--- src/rtl/csr_bus_master.sv ---
// Host command stream to CSR bus bridge: single writes and auto-incrementing read bursts.
// Define CSR_BUS_MASTER_WRITE_ECHO_EN to return a source beat for each write.
module csr_bus_master #(
  parameter int ADDR_W = 14,
  parameter int DATA_W = 8,
  parameter int LEN_W  = 8,
  parameter int RD_LAT = 1
) (
  input  logic              clk,
  input  logic              rst_n,
  input  logic              sink_stb,
  output logic              sink_ack,
  input  logic              sink_wr,
  input  logic [ADDR_W-1:0] sink_a,
  input  logic [DATA_W-1:0] sink_d,
  input  logic [LEN_W-1:0]  sink_len,
  output logic              source_stb,
  input  logic              source_ack,
  output logic              source_wr,
  output logic [ADDR_W-1:0] source_a,
  output logic [DATA_W-1:0] source_d,
  output logic              source_last,
  output logic [ADDR_W-1:0] adr,
  output logic              we,
  output logic [DATA_W-1:0] dat_w,
  input  logic [DATA_W-1:0] dat_r,
  output logic              busy
);

  typedef enum logic [1:0] {S_IDLE, S_ACCESS, S_LAT, S_SEND} state_t;

  state_t              r_state, w_next;
  logic [3:0]          r_cnt;
  logic [LEN_W-1:0]    r_rem;
  logic                r_wr;
  logic                r_sink_ack, r_we, r_busy;
  logic [ADDR_W-1:0]   r_adr;
  logic [DATA_W-1:0]   r_dat_w;
  logic                r_src_stb, r_src_wr, r_src_last;
  logic [ADDR_W-1:0]   r_src_a;
  logic [DATA_W-1:0]   r_src_d;
  logic                w_load_rd;
  logic                w_done;

  // dat_r is captured RD_LAT cycles after adr was registered
  assign w_load_rd = (r_state == S_ACCESS && !r_wr && RD_LAT == 1) ||
                     (r_state == S_LAT && r_cnt == 4'd1);
  assign w_done    = (r_state == S_SEND) && r_src_stb && source_ack;

  always_ff @(posedge clk or negedge rst_n) begin
    if (!rst_n) r_state <= S_IDLE;
    else        r_state <= w_next;
  end

  always_comb begin
    w_next = r_state;
    case (r_state)
      S_IDLE:   if (sink_stb) w_next = S_ACCESS;
      S_ACCESS: begin
        if (r_wr) begin
`ifdef CSR_BUS_MASTER_WRITE_ECHO_EN
          w_next = S_SEND;
`else
          w_next = S_IDLE;
`endif
        end else if (RD_LAT == 1) begin
          w_next = S_SEND;
        end else begin
          w_next = S_LAT;
        end
      end
      S_LAT:    if (w_load_rd) w_next = S_SEND;
      S_SEND:   if (w_done) w_next = (r_rem != '0) ? S_ACCESS : S_IDLE;
      default:  w_next = S_IDLE;
    endcase
  end

  always_ff @(posedge clk or negedge rst_n) begin
    if (!rst_n) begin
      r_cnt      <= '0;
      r_rem      <= '0;
      r_wr       <= 1'b0;
      r_sink_ack <= 1'b0;
      r_we       <= 1'b0;
      r_busy     <= 1'b0;
      r_adr      <= '0;
      r_dat_w    <= '0;
      r_src_stb  <= 1'b0;
      r_src_wr   <= 1'b0;
      r_src_last <= 1'b0;
      r_src_a    <= '0;
      r_src_d    <= '0;
    end else begin
      r_sink_ack <= 1'b0;
      r_we       <= 1'b0;
      case (r_state)
        S_IDLE: begin
          if (sink_stb) begin
            r_sink_ack <= 1'b1;
            r_adr      <= sink_a;
            r_we       <= sink_wr;
            r_wr       <= sink_wr;
            r_dat_w    <= sink_d;
            r_rem      <= sink_wr ? '0 : sink_len;
            r_busy     <= 1'b1;
          end
        end
        S_ACCESS: begin
          r_cnt <= 4'(RD_LAT - 1);
          if (r_wr) begin
`ifdef CSR_BUS_MASTER_WRITE_ECHO_EN
            r_src_stb  <= 1'b1;
            r_src_wr   <= 1'b1;
            r_src_last <= 1'b1;
            r_src_a    <= r_adr;
            r_src_d    <= r_dat_w;
`else
            r_busy     <= 1'b0;
`endif
          end
        end
        S_LAT: begin
          if (!w_load_rd) r_cnt <= r_cnt - 4'd1;
        end
        S_SEND: begin
          if (w_done) begin
            r_src_stb <= 1'b0;
            if (r_rem != '0) begin
              r_rem <= r_rem - LEN_W'(1);
              r_adr <= r_adr + ADDR_W'(1);
            end else begin
              r_busy <= 1'b0;
            end
          end
        end
        default: ;
      endcase
      if (w_load_rd) begin
        r_src_stb  <= 1'b1;
        r_src_wr   <= 1'b0;
        r_src_last <= (r_rem == '0);
        r_src_a    <= r_adr;
        r_src_d    <= dat_r;
      end
    end
  end

  assign sink_ack    = r_sink_ack;
  assign adr         = r_adr;
  assign we          = r_we;
  assign dat_w       = r_dat_w;
  assign busy        = r_busy;
  assign source_stb  = r_src_stb;
  assign source_wr   = r_src_wr;
  assign source_last = r_src_last;
  assign source_a    = r_src_a;
  assign source_d    = r_src_d;

endmodule

--- config.mk ---
export PLATFORM = sky130hd
export DESIGN_NAME = csr_bus_master
export DESIGN_NICKNAME = d
export VERILOG_FILES = /design/src/rtl/csr_bus_master.sv
export SDC_FILE = /design/constraint.sdc
export NUM_CORES = 1
export LEC_CHECK = 0
export BUFFER_PORTS_ARGS = -buffer_cell sky130_fd_sc_hd__buf_2
export CORE_UTILIZATION = 56
export DETAILED_ROUTE_END_ITERATION = 12
export PLACE_DENSITY = 0.85
export SKIP_LAST_GASP = 1
export SLEW_MARGIN = 20
export SYNTH_ARGS = -nofsm -noshare
export SYNTH_HDL_FRONTEND = slang
export SYNTH_SLANG_ARGS = --single-unit
--- constraint.sdc ---
create_clock -name clk -period 2.7 [get_ports clk]
set_input_delay 0.405 -clock clk [delete_from_list [all_inputs] [get_ports clk]]
set_output_delay 0.405 -clock clk [all_outputs]
set_load 0.05 [all_outputs]
---- Yosys cells after proc, flatten, opt, wreduce, memory -nomap -nowiden ----
Index checks and enable logic that the tools add are counted.
operators by class
  add/subtract/negate cells ............... 3
  reductions and logical operators ........ 20
  mux-type cells .......................... 29
  equal/unequal tests ..................... 11
operators with widths
  cell                     number
  $mux W14                 3
  $mux W8                  4
  $pmux W14 S2             1
  $pmux W8 S2              1
  $add A14 B1 Y14 const B  1
  $mux W1                  12
  $ne A2 B2 Y1 const B     6
  $logic_not A8 Y1         1
  $mux W2                  4
  $pmux W2 S4              1
  $pmux W4 S2              1
  $reduce_bool A2 Y1       4
  $reduce_bool A8 Y1       1
  $sub A8 B1 Y8 const B    1
  $reduce_and A2 Y1        3
  $reduce_and A5 Y1        1
  $eq A2 B2 Y1 const B     2
  $eq A4 B1 Y1 const B     1
  $logic_and A1 B1 Y1      4
  $mux W4                  1
  $reduce_and A4 Y1        1
  $sub A4 B1 Y4 const B    1
  $pmux W1 S3              1
  $reduce_and A3 Y1        1
  6 further kinds          6
word-level totals
  output and inout port bits .............. 50
  input bits .............................. 43
  register bits ........................... 64

---- Depth between registers and ports, before layout ----
  depth after elaboration ................. 6
  depth in mapped cells ................... 8
  mapped depth without buffers ............ 6

---- Worst setup path after synthesis ----
OpenSTA, ideal clock, no wires.
  path type ............................... register to register
  start point ............................. register r_adr[0] (netlist: adr[0])
  end point ............................... register r_adr[10] (netlist: adr[10])
  period minus slack after synthesis ...... 1.787 ns
  path buffers ............................ 0
  data arrival time ....................... 1.666 ns
  setup time .............................. 0.121 ns
  stages on the path, launching flop included .. 6
  path slack .............................. 0.913 ns
  path through ............................ dfrtp_1 ha_1 nand3_1 nor3_1 a31oi_1 o22a_1
between the ends
  longest elaborated chain between the ends .. 4
ends and longest elaborated chain
  element                 line  text
  start, declared         37    logic [ADDR_W-1:0] r_adr;
  start signal, assigned  100   r_adr <= sink_a;
  start signal, assigned  130   r_adr <= r_adr + ADDR_W'(1);
  $add A14 B1 Y14         130
  $mux W14                128   if (r_rem != '0) begin
  $mux W14                126   if (w_done) begin
  $pmux W14 S2            96    case (r_state)
Every way passes these cells. The select of a mux whose other input is x is not followed.
A chain may end at the register's enable or synchronous reset.

---- Worst setup path after layout ----
  start point ............................. register r_state[0]
  end point ............................... register r_src_d[3] (netlist: source_d[3])
between the ends
  longest elaborated chain between the ends .. 3
ends and longest elaborated chain
  element                                              line    text
  start, declared                                      32      state_t r_state, w_next;
  start signal, assigned                               52      else r_state <= w_next;
  $eq A2 B1 Y1 / $eq A2 B2 Y1 (equally long branches)  46, 47
  $logic_and A1 B1 Y1, on equally long branches        46, 47
  $logic_or A1 B1 Y1 (*)                               46      assign w_load_rd = (r_state == S_ACCESS && !r_wr && RD_LAT == 1) ||
  end signal, assigned                                 143     r_src_d <= dat_r;
  end, declared                                        41      logic [DATA_W-1:0] r_src_d;
Mark *: on every way between the ends. The rest lies on a longest branch, timed or not.

==> results.md <==
- Status: completed
- Most frequent cell after synthesis: dfrtp_1
- Max-capacitance violation count: 0
- Worst Skew: 9.07 ps
- CP Launch Type: flip-flop
- Largest net degree at the start of global routing: 65
- Die width: roughly 78 µm
- TritonCTS clock tree: built
- Endpoints failing setup: 0
- I/O Buffers: 91
- Yosys reg bits: 64
- CP Class: reg -> reg
- CP Capture Type: flip-flop
- Clock buffer depth: 2
- Crit Path Max Fanout: 15
- Area share of the largest cell type after synthesis: 0.498
- Grt ovf: 0
- Crit path launch: r_state[0]
- TritonCTS Sinks: 64
- Post-synth EDFFs: 0
- Most common flop cell mapped by yosys: dfrtp_1
- Max-slew violations: 0
- WL/cell: 16.5 µm
- Synth Net Count: 357
- Min cycle time layout: 2080 ps
- Drt via density: 5.99
- Global-route wire length before repair: 13000 µm
- Worst hold slack: between 200 and 250 ps
- Initial Util: 0.584
- Final cell count without fillers: 476
- Max Freq: 0.481 GHz
- Tcrit/Tclk final: 0.770
- TritonCTS buffer count: 9
- Final wirelength: between 7000 and 8000 µm
- Post-CTS Resized: 0
- TNS Setup: 0 ps
- Cells after synthesis: between 300 and 400
- WP data arrival: between 2000 and 2500 ps
- Die Ht: a little under 80 µm
- Post-DRT Antenna Nets: 0
- Slew headroom: 0.460
- CP required: 2920 ps
- Yosys warnings: 0
- Fin. Hold Viols: 0
- Post-synth top cells: dfrtp_1 (64), nand2_1 (39), mux2_2 (22)
- Number of DRC markers in iteration 0: 250
- Min-Delay Path Class: in -> async
- Clk root buf: clkbuf_8
- Share of layout cells above drive strength 1: 0.359
- Area Overhead vs Synth: 21.4%
- Initial antenna violation count: 0
- Synth top area cells: dfrtp_1 (50%), mux2_2 (7.7%), nand2_1 (4.6%), o22ai_1 (2.5%), a21oi_1 (2.5%)
- Seq/Total Area, Yosys: 0.498
- HPWL after DPL: 5500 µm
- Synthesized area: 3220 µm²
- Hold_buf cts: 0
- Area of the die: between 6000 and 7000 µm²
- GPL Wtd Cong: 0.894
- Worst reg2reg startpoint: r_state[0]
- Core area: 5510 µm²
- Post-Synthesis Mean Instance Area: 10.4 µm²
- Number of diodes: 0
- First-pass DRT Iterations: 5
- Synth cell types: 53
- Leading area contributor after synthesis: dfrtp_1
- Reg clk slew, reported paths: 70 ps
- DRC viols: 0
- RSZ-0062 raised after global routing: false
- Placement Rows: 27
- Worst Tran Pin Value: 810 ps
- Placed cell count: 460
- # H-tree levels: 3
- Vias: 2852
- FFs w/ async S/R, synth: 1.00
- Setup Buffers After CTS: 0
- Vias in the first global route: approximately 2800
- All-Layer GR Usage: 0.280
- # IOs: 93
- Clk_lat worst skew: 340 ps
- Net count, final: approximately 450
- Filler cell count: 417
## flip-flops by register name, indices dropped and copies added, names as in the netlist, named ones only
name	count
r_wr	1
source_a	14
dat_w	8
r_rem	8
source_last	1
busy	1
r_cnt	4
adr	14
source_d	8
we	1
source_stb	1
sink_ack	1
r_state	1
## metrics by stage
| step | cell area, µm² | utilization | setup WS [ps] |
|---|---|---|---|
| finish | 3900 | 0.709 | 620 |
| global route | 3900 | 0.709 | 463 |
| CTS | 3900 | 0.709 | 636 |
| detailed placement | 3680 | 0.669 | 647 |
| global placement | 3680 | 0.669 | 728 |
| floorplan | 3220 | - | 913 |
## layer usage
metal | routed length, µm | track usage | vias to the layer above
li1 | - | - | 1323
met2 | 3650 | 0.448 | 176
met5 | 0 | 0 | -
met3 | 701 | 0.0600 | 24
met4 | 216 | 0.132 | 0
met1 | 3300 | 0.363 | 1329
## path summary, 6_finish.rpt
kind | to | slack, ps | cells past startpoint
setup / recovery | source_d[3] | 620 | 4
hold / removal | adr[8] | 220 | 2
hold reg to reg | dat_w[7] | 480 | 2
max in group asynchronous | r_cnt[0] | 1920 | 2
min in group clk | dat_w[0] | 250 | 3
setup reg to reg | source_d[3] | 620 | 4
## worst max-delay path, cell delays in order, from the launching register on
cell	delay, ps
dfrtp_1	580
inv_1	270
a31oi_4	430
buf_4	310
mux2_2	360
## cell type report
type,instances,area (µm²),share of cell area
Clock buffer,11,141,0.0362
Clock inverter,5,80.1,0.0205
Inverter,15,56.3,0.0144
Multi-Input combinational cell,213,1440,0.369
Sequential cell,64,1600,0.410
Tap cell,72,90.1,0.0231
Timing Repair Buffer,96,493,0.126
## logic make-up (layout without fill, tap and decap cells)
family,after synthesis,after routing,share of synthesized area
DFF,64,64,0.498
buffers and inverters,33,127,0.0541
other,1,1,0.00117
muxes,25,25,0.0863
adders and majority gates,4,4,0.0156
AOI/OAI and AO/OA,87,87,0.187
and+or+nand+nor,96,96,0.158
## cell usage in the layout (no fill, tap or decap), types with 2 or more instances in the layout
| master | count |
|---|---|
| a21o_1 | 4 |
| a21oi_1 | 16 |
| a22o_1 | 3 |
| a22oi_1 | 5 |
| a2bb2oi_1 | 2 |
| a31oi_1 | 9 |
| a32oi_1 | 2 |
| a41oi_1 | 2 |
| and3_1 | 4 |
| buf_2 | 91 |
| buf_4 | 5 |
| bufinv_16 | 2 |
| clkbuf_8 | 10 |
| clkinvlp_4 | 2 |
| dfrtp_1 | 64 |
| ha_1 | 4 |
| inv_1 | 13 |
| mux2_2 | 22 |
| mux2i_1 | 3 |
| nand2_1 | 39 |
| nand3_1 | 6 |
| nand4_1 | 5 |
| nor2_1 | 15 |
| nor3_1 | 7 |
| nor4_1 | 6 |
| o211ai_1 | 3 |
| o21ai_0 | 11 |
| o22a_1 | 4 |
| o22ai_1 | 13 |
| o2bb2a_1 | 2 |
| o2bb2ai_1 | 4 |
| or3_1 | 2 |
Power is left out: the tool's default activity adds up to more than one toggle a clock period on the data nets, which glitch-free logic cannot reach.
